`src/rtl/writer_if.sv`:
```
// Handshake and RAM-write bundle between the frame writer, the MERGE stage
// and the shared frame RAM.
interface writer_if;
   logic [17:0] din;
   logic        RXen;
   logic        reqMFK;
   logic        reqMERGE;
   logic [17:0] dout;
   logic [6:0]  addrWR;
   logic        writeEN;
   logic        TXdone;
   logic [1:0]  cntStream;
   logic [5:0]  addrMEM;

   modport master (
      input  din, RXen, reqMFK,
      output reqMERGE, dout, addrWR, writeEN, TXdone, cntStream, addrMEM
   );

   modport slave (
      output din, RXen, reqMFK,
      input  reqMERGE, dout, addrWR, writeEN, TXdone, cntStream, addrMEM
   );
endinterface

```
`src/rtl/writer.sv`:
```
// MFK frame writer: gathers 48 words from MERGE, then copies them into one
// 64-word page of the shared frame RAM, alternating pages every frame.
module writer (
   input  logic     clk,
   input  logic     RST,
   writer_if.master bus
);

   typedef enum logic [2:0] {REQ, ACKLOW, MFKHIGH, WRITE, MFKLOW} state_t;

   state_t      state_q, state_d;
   logic [5:0]  cnt_word_q, cnt_word_d;
   logic [3:0]  cnt16_q, cnt16_d;
   logic        page_q, page_d;
   logic [2:0]  wr_q, wr_d;
   logic        req_merge_q, req_merge_d;
   logic [17:0] dout_q, dout_d;
   logic [6:0]  addr_wr_q, addr_wr_d;
   logic        write_en_q, write_en_d;
   logic        tx_done_q, tx_done_d;
   logic [1:0]  cnt_stream_q, cnt_stream_d;
   logic [5:0]  addr_mem_q, addr_mem_d;

   // Local frame buffer; deliberately outside the reset domain.
   logic [17:0] mem_q [0:47];
   logic        mem_we;
   logic [5:0]  mem_idx;
   logic [17:0] mem_wdata;

   always_comb begin
      state_d      = state_q;
      cnt_word_d   = cnt_word_q;
      cnt16_d      = cnt16_q;
      page_d       = page_q;
      wr_d         = wr_q;
      req_merge_d  = req_merge_q;
      dout_d       = dout_q;
      addr_wr_d    = addr_wr_q;
      write_en_d   = write_en_q;
      tx_done_d    = tx_done_q;
      cnt_stream_d = cnt_stream_q;
      addr_mem_d   = addr_mem_q;
      mem_we       = 1'b0;
      mem_idx      = cnt_word_q;
      mem_wdata    = bus.din;

      case (state_q)
         REQ: begin
            req_merge_d = 1'b1;
            if (req_merge_q && bus.RXen) begin
               mem_we      = 1'b1;
               cnt_word_d  = cnt_word_q + 6'd1;
               req_merge_d = 1'b0;
               state_d     = ACKLOW;
            end
         end
         ACKLOW: begin
            if (!bus.RXen)
               state_d = (cnt_word_q == 6'd48) ? MFKHIGH : REQ;
         end
         MFKHIGH: begin
            if (bus.reqMFK) begin
               state_d    = WRITE;
               wr_d       = 3'd0;
               addr_mem_d = 6'd0;
            end
         end
         WRITE: begin
            wr_d = wr_q + 3'd1;
            case (wr_q)
               3'd0: begin
                  dout_d    = mem_q[addr_mem_q];
                  addr_wr_d = {page_q, addr_mem_q};
               end
               3'd1: write_en_d = 1'b1;
               3'd3: write_en_d = 1'b0;
               3'd4: begin
                  mem_we     = 1'b1;
                  mem_idx    = addr_mem_q;
                  mem_wdata  = 18'd0;
                  addr_mem_d = addr_mem_q + 6'd1;
                  cnt16_d    = cnt16_q + 4'd1;
                  // The last stream boundary must not show a phantom stream 3.
                  if (cnt16_q == 4'd15 && cnt_stream_q != 2'd2)
                     cnt_stream_d = cnt_stream_q + 2'd1;
               end
               3'd5: begin
                  if (addr_mem_q == 6'd48) begin
                     tx_done_d    = 1'b1;
                     page_d       = ~page_q;
                     addr_mem_d   = 6'd0;
                     cnt_stream_d = 2'd0;
                     cnt_word_d   = 6'd0;
                     state_d      = MFKLOW;
                  end else begin
                     wr_d = 3'd0;
                  end
               end
               default: ;
            endcase
         end
         MFKLOW: begin
            tx_done_d = 1'b0;
            if (!bus.reqMFK) state_d = REQ;
         end
         default: state_d = REQ;
      endcase
   end

   always_ff @(posedge clk or posedge RST) begin
      if (RST) begin
         state_q      <= REQ;
         cnt_word_q   <= 6'd0;
         cnt16_q      <= 4'd0;
         page_q       <= 1'b0;
         wr_q         <= 3'd0;
         req_merge_q  <= 1'b0;
         dout_q       <= 18'd0;
         addr_wr_q    <= 7'd0;
         write_en_q   <= 1'b0;
         tx_done_q    <= 1'b0;
         cnt_stream_q <= 2'd0;
         addr_mem_q   <= 6'd0;
      end else begin
         state_q      <= state_d;
         cnt_word_q   <= cnt_word_d;
         cnt16_q      <= cnt16_d;
         page_q       <= page_d;
         wr_q         <= wr_d;
         req_merge_q  <= req_merge_d;
         dout_q       <= dout_d;
         addr_wr_q    <= addr_wr_d;
         write_en_q   <= write_en_d;
         tx_done_q    <= tx_done_d;
         cnt_stream_q <= cnt_stream_d;
         addr_mem_q   <= addr_mem_d;
      end
   end

   always_ff @(posedge clk) begin
      if (mem_we) mem_q[mem_idx] <= mem_wdata;
   end

   assign bus.reqMERGE  = req_merge_q;
   assign bus.dout      = dout_q;
   assign bus.addrWR    = addr_wr_q;
   assign bus.writeEN   = write_en_q;
   assign bus.TXdone    = tx_done_q;
   assign bus.cntStream = cnt_stream_q;
   assign bus.addrMEM   = addr_mem_q;

endmodule

```
`src/flat_wrapper.sv`:
```
// flat-port wrapper written by rule: the top's interface ports become plain ports
module writer_flat 
  (clk, RST, bus_din, bus_RXen, bus_reqMFK, bus_reqMERGE, bus_dout, bus_addrWR, bus_writeEN, bus_TXdone, bus_cntStream, bus_addrMEM);
  writer_if bus_i ();
  input  logic clk;
  input  logic RST;
  input wire logic [$bits(bus_i.din)-1:0] bus_din;
  input wire logic [$bits(bus_i.RXen)-1:0] bus_RXen;
  input wire logic [$bits(bus_i.reqMFK)-1:0] bus_reqMFK;
  output wire logic [$bits(bus_i.reqMERGE)-1:0] bus_reqMERGE;
  output wire logic [$bits(bus_i.dout)-1:0] bus_dout;
  output wire logic [$bits(bus_i.addrWR)-1:0] bus_addrWR;
  output wire logic [$bits(bus_i.writeEN)-1:0] bus_writeEN;
  output wire logic [$bits(bus_i.TXdone)-1:0] bus_TXdone;
  output wire logic [$bits(bus_i.cntStream)-1:0] bus_cntStream;
  output wire logic [$bits(bus_i.addrMEM)-1:0] bus_addrMEM;
  assign bus_i.din = bus_din;
  assign bus_i.RXen = bus_RXen;
  assign bus_i.reqMFK = bus_reqMFK;
  assign bus_reqMERGE = bus_i.reqMERGE;
  assign bus_dout = bus_i.dout;
  assign bus_addrWR = bus_i.addrWR;
  assign bus_writeEN = bus_i.writeEN;
  assign bus_TXdone = bus_i.TXdone;
  assign bus_cntStream = bus_i.cntStream;
  assign bus_addrMEM = bus_i.addrMEM;
  writer u_core (.clk(clk), .RST(RST), .bus(bus_i));
endmodule
```
`config.mk`:
```
export PLATFORM = sky130hd
export DESIGN_NAME = writer_flat
export DESIGN_NICKNAME = d
export VERILOG_FILES = /design/src/rtl/writer_if.sv /design/src/rtl/writer.sv /design/src/flat_wrapper.sv
export SDC_FILE = /design/constraint.sdc
export NUM_CORES = 1
export LEC_CHECK = 0
export BUFFER_PORTS_ARGS = -buffer_cell sky130_fd_sc_hd__clkbuf_2
export CORE_ASPECT_RATIO = 1.5
export CORE_MARGIN = 2
export CORE_UTILIZATION = 55
export DETAILED_ROUTE_END_ITERATION = 10
export GPL_TIMING_DRIVEN = 1
export PLACE_DENSITY_LB_ADDON = 0.1
export SLEW_MARGIN = 20
export SYNTH_ARGS = -nofsm -noshare
export SYNTH_HDL_FRONTEND = slang
export SYNTH_SLANG_ARGS = --single-unit
```
`constraint.sdc`:
```
create_clock -name clk -period 3.5 [get_ports clk]
set_input_delay 0.525 -clock clk [delete_from_list [all_inputs] [get_ports clk]]
set_output_delay 0.525 -clock clk [all_outputs]
set_load 0.02 [all_outputs]
```
Word level (Yosys, flattened, before mapping)
Memories as Yosys holds them, arrays and structs flattened. A register that Yosys moved wholly into a read port is not among the register bits.
Index checks and enable logic that the tools add are counted.
Cells by class
  bitwise logic cells: 1
  reductions and logical operators: 19
  equality and inequality tests: 22
  add/subtract/negate cells: 5
  multiplexer cells: 36
Operators with widths (number)
  2-to-1 mux 18 bit: 2
  2-to-1 mux 6 bit: 6
  one-hot mux 6 bit (2 select lines): 3
  2-to-1 mux 3 bit: 9
  one-hot mux 3 bit (5 select lines): 1
  adder 6 x 1 -> 6 bit (second input constant): 2
  equality test 6 bit (second input constant): 2
  AND reduction 4 bit: 3
  != test 2 x 1 -> 1 bit (second input constant): 5
  nonzero test 2 bit: 5
  equality test 3 x 2 -> 1 bit (second input constant): 3
  equality test 3 bit (second input constant): 3
  != test 2 bit (second input constant): 4
  AND reduction 2 bit: 4
  2-to-1 mux 1 bit: 7
  equality test 3 x 1 -> 1 bit (second input constant): 2
  logical NOT 3 bit: 2
  2-to-1 mux 2 bit: 3
  != test 3 x 2 -> 1 bit (second input constant): 2
  one-hot mux 1 bit (2 select lines): 3
  one-hot mux 3 bit (2 select lines): 1
  AND reduction 3 bit: 2
  AND reduction 6 bit: 1
  adder 4 x 1 -> 4 bit (second input constant): 1
  6 further kinds: 7
Word-level totals
  bits in writable memories: 864
  bits of input ports: 22
  logic and storage cells: 95
  memories: 1
  output and inout port bits: 36
  bits in registers: 35
Memory list
  u_core.mem_q: depth 48, width 18, read ports 1, clocked after Yosys merged registers in 1, write ports 1, RTL line writer.sv:25  | logic [17:0] mem_q [0:47];

Longest topological paths before layout
Gate-level depths: netlist of run 1.
  depth after elaboration: 5
  mapped depth: 12
  mapped depth without buffers: 7

Worst setup path before layout of run 1
No wires, ideal clock.
  kind: reg2reg
  start point: register u_core.wr_q[0]
  end point: memory u_core.mem_q[31][0], enable pin
  setup time: 0.420 ns
  stages on the path, launching flop included: 10
  clock period less this slack: 3.691 ns
  data required time: 3.080 ns
  path slack: -0.191 ns
  buffers on the path: 2
  arrival: 3.271 ns
  cells stage by stage: dfrtp_1 > inv_1 > ha_1 > and4b_1 > buf_4 > nand2_1 > buf_2 > mux2_2 > a21oi_1 > nor3b_1
Between the ends
  word-level cells in the longest chain between the ends: 5
  elaborated cells between the ends (all ways): 7
  classes of those cells: eq/ne (1); mux (6)
RTL lines
  start: declaration: RTL line writer.sv:15  | logic [2:0] wr_q, wr_d;
  start signal: assignment: RTL line writer.sv:129  | wr_q <= wr_d;
  equality test 3 bit *: RTL line writer.sv:70  | case (wr_q)
  2-to-1 mux 1 bit: RTL line writer.sv:70
  one-hot mux 1 bit (2 select lines): RTL line writer.sv:47  | case (state_q)
  2-to-1 mux 1 bit: RTL line writer.sv:141  | if (mem_we) mem_q[mem_idx] <= mem_wdata;
  2-to-1 mux 1 bit (implied by the code): RTL line writer.sv:141
  end: declaration: RTL line writer.sv:25
Mark *: on every way between the ends. The rest lies on a longest branch, timed or not.

==> results by stage, run 1 <==
Synthesis:
- After synthesis, the netlist uses 70 different library cells.
- The share of synthesized registers carrying an async set or reset is 5.78%.
- The flip-flop and latch count after synthesis is 917.
- The commonest register cell after synthesis is sky130_fd_sc_hd__edfxtp_1.
- The net count after synthesis is around 1900.
- A synthesized cell averages roughly 20 um2.
- The share of the yosys chip area belonging to registers is between 70 and 80%.
- Counting every instance in the synthesized netlist gives 1854.
- Yosys mapped a number of flops with a built-in enable equal to approximately 860.
- After synthesis the cells add up to 0.0362 mm2.
- The count of synthesis-stage warnings from yosys is 0.

Min path:
- The worst min-delay path class is input pin to flop.
- In this run the most critical hold path is launched from bus_RXen.

Finish:
- The signed area change from the synthesized netlist to the final layout is 14.1%.
- After the last flow step, the layout net total stands at 2076.
- The library cells used most frequently in the layout, excluding fill and tap cells, are sky130_fd_sc_hd__edfxtp_1, sky130_fd_sc_hd__mux4_2, sky130_fd_sc_hd__buf_4.
- Summing all non-filler instances in the final layout gives an area of around 0.041 mm2.
- The layout has 4556 filler cells.
- The most frequent standard cell in the layout excluding fill and tap cells is sky130_fd_sc_hd__edfxtp_1.
- In the final layout, the share of cells above drive strength 1 is 29.3%.

Floorplan:
- The height of the chip is between 300 and 400 um.
- The initial utilization of the core area, before any placement, comes to 55.4%.
- 58 I/O pins were placed.
- The die area is 0.0679 mm2.
- The horizontal extent of the die is 213 um.
- The initialized floorplan defines 115 standard-cell rows.
- The total area inside the core boundary comes to around 0.065 mm2.

Clocking:
- TritonCTS built the clock tree.
- The number of gates resized after CTS was 0.
- The number of setup buffers added after CTS is 0.
- The buffer type at the clock tree root is sky130_fd_sc_hd__clkbuf_16.
- Buffers inserted during clock tree synthesis total 83.
- The count of hold-fix buffers inserted at cts is 1.
- The clock-pin slew reported for the worst setup and hold paths after clock tree synthesis is roughly 0.070 ns.
- The number of buffers on the longest clock path is 3.
- The number of H-tree levels is 3.
- The clock latency reported for the late side of the worst-skew pair is 0.64 ns.
- The tree built by TritonCTS fans out to 917 sinks.

Pwr:
- The internal power consumption is 20400 uW.
- The clock network accounts for 30.9% of the total power.
- Power spread over the standard cell area amounts to 711 mW/mm2.
- Combinational logic burns 25.2% of the power.
- The share of total power consumed by net switching is 30.5%.
- IR analysis of the VDD net gives a maximum drop of 0.000354 V.
- Overall power consumption after layout is estimated at around 29000 uW.
- The net switching power is 8940 uW.
- In this run, flip-flops and latches consume 43.8% of the power.
- The leakage dissipation is 0.0133 uW.

Placement:
- The HPWL after detailed placement is 61000 um.
- The worst setup slack before clock tree synthesis is 0.338 ns.
- The congestion estimate from routability-driven global placement came to 0.905.
- Buffers placed on the I/O ports in this run total 57.
- The cell area reported after detailed placement is just under 0.04 mm2.

Detailed routing:
- In the routed design, unresolved DRC markers number 0.
- The via total after detailed routing is around 19000.
- The detail-routed via count per cell is approximately 6.3.
- The pre-antenna-repair detailed-routing pass consisted of 6 iterations.
- The first routing iteration left 2337 violations.
- The wire length reported by the detailed router is between 90000 and 100000 um.
- In the final routed layout, each cell accounts on average for 31.8 um.
- Once detail routing completed, the nets flagged for antenna violations numbered 0.

GRT:
- The via count of the first global-routing pass is 19270.
- The number of antenna violations at the first check in global routing was 2.
- The remaining global-route overflow is 0.
- The largest net degree at the start of global routing is 76.
- The first global-routing pass estimated 136000 um of wire.
- Global routing used 28.8% of the available tracks across all layers.

Critical path:
- The type of element capturing the critical path is a flop.
- STA puts the critical path data arrival time at 3.73 ns.
- The startpoint kind of the worst setup timing path is a flop.
- In this run the worst setup path begins at u_core.bus.addrMEM[0].
- In this run the worst path has a maximum fanout of 40.
- The critical path in this run is classified as flop to flop.
- The worst register-to-register path begins at u_core.bus.addrMEM[0].
- At the worst endpoint, the required time is 3.99 ns.

STA:
- The final-report setup violation count is 0.
- The transition time of the tightest slew-check pin is 0.963 ns.
- The number of endpoints with negative hold slack in the final report is 0.
- In the finished design, the share of the clock period the worst path needs comes to 92.5%.
- Setup repair after global routing left no endpoint under its margin.
- The worst-case headroom to the max-slew limit is 34.2%.
- Once routing completed, OpenROAD measured the worst setup slack at 0.262 ns.
- The worst path in the final design needs a cycle of 3.24 ns, including I/O delays and setup.
- The clock arrives with 0.0155 ns of skew.
- For this run, the top clock speed supported by timing is 309 MHz.
- The sum of negative setup slack is 0 ns.
- The count of final max-slew check failures is 0.

Job:
- Across the run, the number of max-cap violations was 0.

Status:
- The flow ran to the end, and the final reports show no timing, DRC or antenna violations.
## stage by stage
| stage | std cells | util (%) | hold WS [ns] |
|---|---|---|---|
| 2_1_floorplan | 1854 | - | 0.438 |
| 3_3_place_gp | 2835 | 59.0 | 0.454 |
| 3_5_place_dp | 2835 | 59.0 | 0.462 |
| 4_1_cts | 2991 | 63.2 | 0.181 |
| 5_1_grt | 2991 | 63.2 | 0.215 |
| 6_report | 2992 | 63.2 | 0.214 |
## flip-flops by register name, indices dropped and copies added, names as in the netlist
register              count
u_core.mem_q            864
u_core.bus.dout          18
u_core.bus.addrWR         7
u_core.bus.addrMEM        6
u_core.cnt_word_q         6
u_core.cnt16_q            4
u_core.state_q            3
u_core.wr_q               3
u_core.bus.cntStream      2
u_core.bus.TXdone         1
u_core.bus.reqMERGE       1
u_core.bus.writeEN        1
u_core.page_q             1
## cell families after synthesis
family / count (synthesis) / share of synthesized area [%]
adder cells (fa/ha/maj): 10 / 0.346
buffers and inverters: 131 / 1.96
AND/OR/NAND/NOR: 285 / 3.80
AO/OA/AOI/OAI: 213 / 3.99
multiplexers: 290 / 14.3
flip-flops: 917 / 75.4
XOR/XNOR: 8 / 0.194
## synth_stat cells (all sizes together), types with 3 or more instances
cell / number / area share (%)
and2: 23 / 0.40
nand2b: 6 / 0.10
and3: 5 / 0.086
or3b: 3 / 0.073
xor2: 4 / 0.097
o221ai: 21 / 0.51
a221oi: 16 / 0.39
nor3: 45 / 0.62
or2: 3 / 0.052
clkbuf: 35 / 0.36
mux2: 29 / 0.90
a31oi: 9 / 0.16
nand4: 7 / 0.12
nor2b: 5 / 0.086
edfxtp: 864 / 72
nand3: 15 / 0.21
dfrtp: 53 / 3.7
nor2: 51 / 0.54
clkinv: 3 / 0.031
o31ai: 6 / 0.12
mux2i: 84 / 2.3
o211ai: 4 / 0.083
inv: 21 / 0.22
xnor2: 4 / 0.097
ha: 10 / 0.35
a21oi: 33 / 0.46
nor3b: 4 / 0.083
mux4: 177 / 11
o22ai: 27 / 0.47
nand2: 97 / 1.0
a211o: 8 / 0.19
a22oi: 11 / 0.23
nand3b: 3 / 0.062
o21ai: 48 / 0.66
and3b: 3 / 0.073
o22a: 3 / 0.073
o21a: 5 / 0.10
or3: 10 / 0.17
buf: 72 / 1.3
## final timing paths
check                                          end  slack (ns)  cells past startpoint
min in group asynchronous  u_core.bus.cntStream[1]        0.54                      3
hold reg to reg                  u_core.cnt16_q[3]        0.47                      1
setup reg to reg               u_core.bus.dout[10]        0.26                      6
setup / recovery               u_core.bus.dout[10]        0.26                      6
hold / removal                   u_core.state_q[0]        0.21                      3
max in group asynchronous       u_core.bus.dout[9]        2.03                      5
## critical path, stage by stage, from the launching register on
cell and delay [ns]:
sky130_fd_sc_hd__dfrtp_4 0.69, sky130_fd_sc_hd__buf_12 0.33, sky130_fd_sc_hd__or3b_1 0.60, sky130_fd_sc_hd__o22ai_1 0.18, sky130_fd_sc_hd__a2111oi_0 0.87, sky130_fd_sc_hd__buf_4 0.26
sky130_fd_sc_hd__o221ai_1 0.13
## cell type report
cell class	count	area [um2]	area share, %
sequential	917	27300	66.1
multi-input combinational	806	8420	20.4
clock buffer	103	2220	5.37
timing repair buffer	212	1660	4.03
tap	877	1100	2.66
clock inverter	52	497	1.20
inverter	24	90.1	0.218
antenna	1	2.50	0.00606
## metal layers
metal,track usage (%),vias up,share of wire [%]
li1,-,7970,-
met1,36.7,9925,36
met2,47.7,893,51
met3,4.38,199,7.1
met4,15.5,0,5.7
met5,0,-,0
## power groups by stage
stage                     Combinational [uW]  Sequential (uW)  Clock [uW]
after floorplan                         4380            13000           0
after global placement                  7340            13100           0
after detailed placement                7380            13100           0
after CTS                               7410            12800        9230
after global routing                    7700            12900        9630
final                                   7400            12900        9080
No activity file was read; power rests on OpenSTA's default activity.
==> run 2, diff against run 1 <==
--- a/config.mk
+++ b/config.mk
@@ -5,11 +5,12 @@
 export SDC_FILE = /design/constraint.sdc
 export NUM_CORES = 1
 export LEC_CHECK = 0
-export BUFFER_PORTS_ARGS = -buffer_cell sky130_fd_sc_hd__clkbuf_2
 export CORE_ASPECT_RATIO = 1.5
 export CORE_MARGIN = 2
 export CORE_UTILIZATION = 55
+export CTS_CLUSTER_DIAMETER = 200
 export DETAILED_ROUTE_END_ITERATION = 10
+export DONT_BUFFER_PORTS = 1
 export GPL_TIMING_DRIVEN = 1
 export PLACE_DENSITY_LB_ADDON = 0.1
 export SLEW_MARGIN = 20
==> run 2 against run 1 <==
  * Fmax fell by 3.6%
  * Sequential power barely moved
  * Global-route usage rose by 0.15 points
  * Critical path type unchanged
  * Largest cell class unchanged
  * Largest power group unchanged
==> results by stage, run 2 (synthesis results as in run 1) <==
Floorplan:
- The placement row count came to 115 (unchanged).
- The horizontal extent of the die is 213 um (unchanged).
- The number of I/O pins came to 58 (unchanged).
- The initial core utilization is 55.4% (unchanged).
- The height of the chip is 318 um (unchanged).
- The area of the placeable core came to 0.0653 mm2 (unchanged).
- The die area was 0.0679 mm2 (unchanged).

Finish:
- The net count of the finished layout is 2014 (was 2076).
- The largest register by flop count was u_core.mem_q (unchanged).
- Most frequent cells in the layout: sky130_fd_sc_hd__edfxtp_1, sky130_fd_sc_hd__mux4_2, sky130_fd_sc_hd__buf_4 (unchanged).
- The final design area excluding fillers is 0.0406 mm2 (was 0.0413 mm2).
- The post-route core utilization is 62.2% (was 63.2%).
- The number of flip-flops in the largest register was 864 (unchanged).
- The fraction of layout cells with a size suffix above 1 is 26.3% (was 29.3%).
- The signed area change from the synthesized netlist to the final layout was 12.3% (was 14.1%).
- The most frequent standard cell in the layout excluding fill and tap cells is sky130_fd_sc_hd__edfxtp_1 (unchanged).

Critical path:
- The biggest fanout along the worst timing path is 18 (was 40).
- The startpoint kind of the worst setup timing path is a flop (unchanged).
- The cell that appears most often on the critical path is sky130_fd_sc_hd__buf_4.
- The register-to-register setup slack is 0.14 ns (was 0.26 ns).
- The critical path class is flop to flop (unchanged).
- The family with the most delay on the worst path is simple AND/OR/NAND/NOR gates (was compound AO/OA/AOI/OAI gates).
- The critical path's largest stage delay is 0.51 ns (was 0.87 ns).
- The cell count of the worst reg-to-reg path is 9 (was 6).
- Series of cell instances along the critical path: inv_1 > ha_1 > and4b_1 > buf_4 > nand2_1 > mux2_2 > a21oi_1 > nor3b_4 > buf_4 (was buf_12 > or3b_1 > o22ai_1 > a2111oi_0 > buf_4 > o221ai_1).
- The startpoint of the most critical setup path is u_core.wr_q[0] (was u_core.bus.addrMEM[0]).
- The type of element capturing the critical path is a flop (unchanged).
- The last element of the critical path was u_core.mem_q[31][8] (was u_core.bus.dout[10]).
- The count of cell instances traversed by the critical path came to 9 (was 6).
- The critical path required time is 3.81 ns (was 3.99 ns).
- The endpoint of the most critical register-to-register path was u_core.mem_q[31][8] (was u_core.bus.dout[10]).
- The data arrival time of the worst path is 3.67 ns (was 3.73 ns).
- The reg-to-reg critical path startpoint is u_core.wr_q[0] (was u_core.bus.addrMEM[0]).
- The master of the slowest instance on the critical path is sky130_fd_sc_hd__mux2_2 (was sky130_fd_sc_hd__a2111oi_0).
- The total buffers and inverters traversed by the critical path is 3 (was 2).

Pwr:
- The leakage dissipation is 0.0129 uW (was 0.0133 uW).
- The post-route total power is 28300 uW (was 29300 uW).
- The worst-case vdd ir drop was 0.000324 V (was 0.000354 V).
- The ratio of total power to cell area is 697 mW/mm2 (was 711 mW/mm2).

Detailed routing:
- The remaining antenna violation count after routing came to 0 (unchanged).
- The detailed-route DRC error count is 0 (unchanged).
- The wire length reported by the detailed router was 95600 um (was 95300 um).
- The detailed-routing iteration count for the pre-antenna-repair pass is 6 (unchanged).
- The via total after detailed routing came to 18735 (was 18987).
- The detail-routed via count per cell came to 6.43 (was 6.35).
- The average wire length per cell after detail routing is 32.8 um (was 31.8 um).
- The initial DRC count is 1942 (was 2337).

Placement:
- The HPWL after detailed placement is 62200 um (was 61000 um).
- The cell area reported after detailed placement is 0.0382 mm2 (was 0.0385 mm2).
- The number of port buffers is 0 (was 57).
- The last weighted congestion value of the routability-driven placer is 0.919 (was 0.905).

STA:
- The transition time of the tightest slew-check pin is 0.928 ns (was 0.963 ns).
- The final worst clock skew is 0.0345 ns (was 0.0155 ns).
- The timing-limited maximum frequency is 298 MHz (was 309 MHz).
- The number of endpoints with negative hold slack in the final report is 0 (unchanged).
- The worst-case headroom to the max-slew limit is 37.7% (was 34.2%).
- The shortest clock period the worst path allows after layout is 3.36 ns (was 3.24 ns).
- The sum of negative setup slack was 0 ns (unchanged).
- Unrepaired setup endpoints after global routing: no (unchanged).
- The share of the clock period used by the worst path was 96.0% (was 92.5%).
- The final-report setup violation count came to 0 (unchanged).
- The count of final max-slew check failures was 0 (unchanged).

GRT:
- The wire length of the first global-routing pass is 136000 um (about the same).
- The largest net degree at the start of global routing came to 71 (was 76).
- The combined global-route utilization of all metal layers is 29.0% (was 28.8%).
- The number of antenna violations at the first check in global routing is 4 (was 2).
- The via count of the first global-routing pass is 19161 (was 19270).
- The remaining global-route overflow was 0 (unchanged).

Min path:
- The worst min-delay path class was input pin to flop (unchanged).

Clocking:
- The number of H-tree levels came to 3 (unchanged).
- The number of buffers on the longest clock path is 3 (unchanged).
- The clock latency reported for the late side of the worst-skew pair is 0.65 ns (was 0.64 ns).
- The number of sinks driven by the clock tree is 917 (unchanged).
- The clock-pin slew reported for the worst setup and hold paths after clock tree synthesis is 0.06 ns (was 0.07 ns).
- The buffer type at the clock tree root is sky130_fd_sc_hd__clkbuf_16 (unchanged).
- The TritonCTS clock tree is yes (unchanged).
- The TritonCTS buffer count was 81 (was 83).

Job:
- The count of max-cap constraint violations came to 0 (unchanged).

Status:
- Run status: complete, no violations (unchanged).
-- run 2: cell count changes in the layout (fill, tap and decap cells not counted), sizes merged --
cell,delta
clkinv,-21
clkbuf,-46
inv,-1
buf,-3
bufinv,-7
clkinvlp,-1
-- run 2: worst min path at each step --
| stage | start | end | slack, ns | cells past startpoint |
|---|---|---|---|---|
| 2_1_floorplan | u_core.page_q | u_core.page_q | 0.44 | 1 |
| 3_3_place_gp | u_core.page_q | u_core.page_q | 0.46 | 1 |
| 3_5_place_dp | u_core.page_q | u_core.page_q | 0.46 | 1 |
| 4_1_cts | bus_RXen | u_core.state_q[0] | 0.03 | 2 |
| 5_1_grt | bus_reqMFK | u_core.state_q[2] | 0.07 | 1 |
| 6_report | bus_reqMFK | u_core.state_q[2] | 0.08 | 1 |
-- run 2: area by class of cell --
type	instances	area [um2]
clock buffer	114	2260
timing repair buffer	152	1320
clock inverter	22	145
sequential	917	27300
multi-input combinational	806	8430
antenna	1	2.50
tap	877	1100
inverter	24	90.1
fill	4664	24700
-- run 2: power by group --
part	switching (uW)	leakage (uW)	total (uW)	internal (uW)
Combinational	4280	0.00329	6940	2660
Clock	3760	0.00116	8320	4560
Sequential	632	0.00843	13000	12400
-- run 2: repair_timing --
| action | 4_1_cts | 5_1_grt |
|---|---|---|
| endpoints found under the hold margin | 26 | 0 |
| setup endpoints to repair | 0 | 0 |
| hold buffers | 1 | 0 |
| setup buffers | 0 | 0 |
| resized for setup | 0 | 0 |
-- run 2: metal layers --
metal,global-route usage (%),wire length (um),vias to the layer above
met5,0,15,-
met2,48.8,49200,777
li1,-,-,7813
met3,6.19,6490,227
met1,34.7,34200,9916
met4,15.9,5730,2
-- run 2: worst register-to-register path: stages (launching register included) --
cell and delay (ns):
sky130_fd_sc_hd__dfrtp_1 0.42, sky130_fd_sc_hd__inv_1 0.07, sky130_fd_sc_hd__ha_1 0.24, sky130_fd_sc_hd__and4b_1 0.24
sky130_fd_sc_hd__buf_4 0.17, sky130_fd_sc_hd__nand2_1 0.41, sky130_fd_sc_hd__mux2_2 0.51, sky130_fd_sc_hd__a21oi_1 0.39
sky130_fd_sc_hd__nor3b_4 0.26, sky130_fd_sc_hd__buf_4 0.31
-- run 2: per-stage QoR --
step                      setup slack (ns)  hold slack, ns  std cells
final                                0.140          0.0751       2913
after global routing                0.0255          0.0728       2912
after CTS                            0.197          0.0329       2912
after detailed placement             0.220           0.462       2775
after global placement               0.243           0.456       2774
after floorplan                     0.0554           0.438       1854
==> run 3, diff against run 2 <==
--- a/config.mk
+++ b/config.mk
@@ -5,9 +5,11 @@
 export SDC_FILE = /design/constraint.sdc
 export NUM_CORES = 1
 export LEC_CHECK = 0
+export CELL_PAD_IN_SITES_DETAIL_PLACEMENT = 1
+export CELL_PAD_IN_SITES_GLOBAL_PLACEMENT = 2
 export CORE_ASPECT_RATIO = 1.5
 export CORE_MARGIN = 2
-export CORE_UTILIZATION = 55
+export CORE_UTILIZATION = 45
 export CTS_CLUSTER_DIAMETER = 200
 export DETAILED_ROUTE_END_ITERATION = 10
 export DONT_BUFFER_PORTS = 1
==> run 3 against run 2 <==
  * Non-clock buffer count increased by 5
  * Critical path depth unchanged
  * Via count increased by 0.48%
  * Hold slack got worse by 0.028 ns
  * Combinational power increased by 1%
  * Sequential share of layout area decreased by 0.95 points
  * Critical path type unchanged
  * Fmax increased by 1.5%
  * Core utilization decreased by 11 points
==> results by stage, run 3 (synthesis results as in run 1) <==
STA:
- The timing-limited maximum frequency is 302 MHz (was 298 MHz).
- Unrepaired setup endpoints after global routing: no (unchanged).
- The number of endpoints with negative hold slack in the final report is 0 (unchanged).
- The tightest hold margin is 0.0471 ns (was 0.0751 ns).
- The transition time of the tightest slew-check pin came to 1.17 ns (was 0.928 ns).
- The final worst clock skew came to 0.0225 ns (was 0.0345 ns).
- The count of final max-slew check failures is 0 (unchanged).
- The final-report setup violation count is 0 (unchanged).
- The shortest clock period the worst path allows after layout is 3.31 ns (was 3.36 ns).
- The share of the clock period used by the worst path is 94.6% (was 96.0%).
- The worst-case headroom to the max-slew limit is 22.1% (was 37.7%).
- The sum of negative setup slack is 0 ns (unchanged).

Detailed routing:
- The average wire length per cell after detail routing was 34.8 um (was 32.8 um).
- The initial DRC count came to 1722 (was 1942).
- The wire length reported by the detailed router came to 107000 um (was 95600 um).
- The detailed-route DRC error count is 0 (unchanged).
- The via total after detailed routing was 18825 (was 18735).
- The remaining antenna violation count after routing is 0 (unchanged).
- The detail-routed via count per cell was 6.09 (was 6.43).
- The detailed-routing iteration count for the pre-antenna-repair pass was 5 (was 6).

Floorplan:
- The die area is 0.0827 mm2 (was 0.0679 mm2).
- The initial core utilization is 45.3% (was 55.4%).
- The area of the placeable core was 0.0798 mm2 (was 0.0653 mm2).
- The number of I/O pins was 58 (unchanged).
- The horizontal extent of the die came to 235 um (was 213 um).
- The placement row count came to 127 (was 115).
- The height of the chip is 351 um (was 318 um).

Clocking:
- The TritonCTS clock tree is yes (unchanged).
- The number of buffers on the longest clock path came to 3 (unchanged).
- The clock latency reported for the late side of the worst-skew pair is 0.65 ns (about the same).
- The TritonCTS buffer count is 85 (was 81).
- The number of H-tree levels came to 3 (unchanged).
- The clock-pin slew reported for the worst setup and hold paths after clock tree synthesis was 0.07 ns (was 0.06 ns).
- The number of sinks driven by the clock tree is 917 (unchanged).
- The buffer type at the clock tree root is sky130_fd_sc_hd__clkbuf_16 (unchanged).

GRT:
- The remaining global-route overflow is 0 (unchanged).
- The number of antenna violations at the first check in global routing was 5 (was 4).
- The via count of the first global-routing pass was 20019 (was 19161).
- The combined global-route utilization of all metal layers came to 26.5% (was 29.0%).
- The largest net degree at the start of global routing came to 55 (was 71).
- The wire length of the first global-routing pass is 153000 um (was 136000 um).

Critical path:
- The family with the most delay on the worst path is simple AND/OR/NAND/NOR gates (unchanged).
- The register-to-register setup slack is 0.19 ns (was 0.14 ns).
- The type of element capturing the critical path is a flop (unchanged).
- The cell count of the worst reg-to-reg path is 9 (unchanged).
- The startpoint kind of the worst setup timing path is a flop (unchanged).
- The critical path class is flop to flop (unchanged).
- The master of the slowest instance on the critical path is sky130_fd_sc_hd__nor3_2 (was sky130_fd_sc_hd__mux2_2).
- The critical path required time is 3.84 ns (was 3.81 ns).
- The critical path's largest stage delay is 0.73 ns (was 0.51 ns).
- The total buffers and inverters traversed by the critical path is 3 (unchanged).
- The biggest fanout along the worst timing path was 19 (was 18).
- The data arrival time of the worst path is 3.65 ns (was 3.67 ns).
- Series of cell instances along the critical path: inv_1 > ha_1 > and4b_1 > nand2_1 > buf_12 > mux2i_1 > nand2b_1 > nor3_2 > buf_4 (was inv_1 > ha_1 > and4b_1 > buf_4 > nand2_1 > mux2_2 > a21oi_1 > nor3b_4 > buf_4).
- The count of cell instances traversed by the critical path is 9 (unchanged).

Pwr:
- The ratio of total power to cell area is 710 mW/mm2 (was 697 mW/mm2).
- The leakage dissipation is 0.0131 uW (was 0.0129 uW).
- The worst-case vdd ir drop is 0.000438 V (was 0.000324 V).

Min path:
- The worst min-delay path class was input pin to flop (unchanged).
- The number of cells traversed by the worst hold path is 2 (was 1).

Placement:
- The last weighted congestion value of the routability-driven placer is 0.875 (was 0.919).
- The HPWL after detailed placement was 68600 um (was 62200 um).
- The number of port buffers is 0 (unchanged).

Finish:
- The fraction of layout cells with a size suffix above 1 is 27.2% (was 26.3%).
- Most frequent cells in the layout: sky130_fd_sc_hd__edfxtp_1, sky130_fd_sc_hd__mux4_2, sky130_fd_sc_hd__buf_4 (unchanged).
- The number of fill cells in the layout is 7099 (was 4664).
- The signed area change from the synthesized netlist to the final layout was 14.0% (was 12.3%).
- The number of flip-flops in the largest register is 864 (unchanged).
- The most frequent standard cell in the layout excluding fill and tap cells is sky130_fd_sc_hd__edfxtp_1 (unchanged).
- The net count of the finished layout is 2023 (was 2014).
- The diode insertion count for antenna repair is 0 (was 1).
- The largest register by flop count is u_core.mem_q (unchanged).

Status:
- Run status: complete, no violations (unchanged).

Job:
- The count of max-cap constraint violations is 0 (unchanged).
-- run 3: per-layer routing --
| layer | share of wire (%) | up-vias | global-route usage [%] | wire length [um] |
|---|---|---|---|---|
| met5 | 0.028 | - | 0 | 30 |
| met4 | 4.3 | 6 | 11.1 | 4580 |
| met3 | 5.5 | 163 | 4.20 | 5870 |
| met2 | 52 | 589 | 46.5 | 55500 |
| met1 | 39 | 10214 | 32.8 | 41500 |
| li1 | - | 7853 | - | - |
-- run 3: final cells by class --
class	instances	area, um2	share of cell area (%)
flip-flops and latches	917	27300	66.2
multi-input cells	806	8440	20.5
clock buffers	105	2220	5.39
repair buffers	157	1430	3.47
well taps	1032	1290	3.13
clock inverters	49	448	1.09
inverters	24	90.1	0.219
-- run 3: final timing paths --
path                                start              endpoint
max                        u_core.wr_q[0]   u_core.mem_q[4][13]
max reg2reg                u_core.wr_q[0]   u_core.mem_q[4][13]
min in group asynchronous             RST  u_core.bus.addrWR[2]
min reg2reg                 u_core.page_q         u_core.page_q
min                              bus_RXen     u_core.state_q[0]
max in group asynchronous             RST   u_core.bus.dout[17]
-- run 3: report_power, final --
group,switching [uW],internal [uW],total (uW)
Sequential,726,12400,13100
Combinational,4280,2740,7020
Clock,4060,5050,9100
Total,9060,20200,29300
-- run 3: worst register-to-register path: stages, from the launching register on --
cell and delay (ns):
sky130_fd_sc_hd__dfrtp_1 0.42, sky130_fd_sc_hd__inv_1 0.08, sky130_fd_sc_hd__ha_1 0.24, sky130_fd_sc_hd__and4b_1 0.43, sky130_fd_sc_hd__nand2_1 0.21, sky130_fd_sc_hd__buf_12 0.22
sky130_fd_sc_hd__mux2i_1 0.14, sky130_fd_sc_hd__nand2b_1 0.19, sky130_fd_sc_hd__nor3_2 0.73, sky130_fd_sc_hd__buf_4 0.33
-- run 3: stage by stage --
step,power (uW),instances,util (%),cell area (um2),setup slack (ns)
floorplan,17400,1854,-,36200,0.0554
global placement,20400,2935,48.3,38500,0.293
detailed placement,20500,2935,48.3,38500,0.178
CTS,29600,3090,51.7,41200,0.139
global route,30300,3090,51.7,41200,0.0167
finish,29300,3090,51.7,41200,0.189
-- run 3: repair_timing --
| action | 4_1_cts | 5_1_grt |
|---|---|---|
| buffers inserted | 0 | 0 |
| gates resized for setup | 0 | 0 |
| hold endpoints to repair | 30 | 0 |
| hold buffers | 1 | 0 |
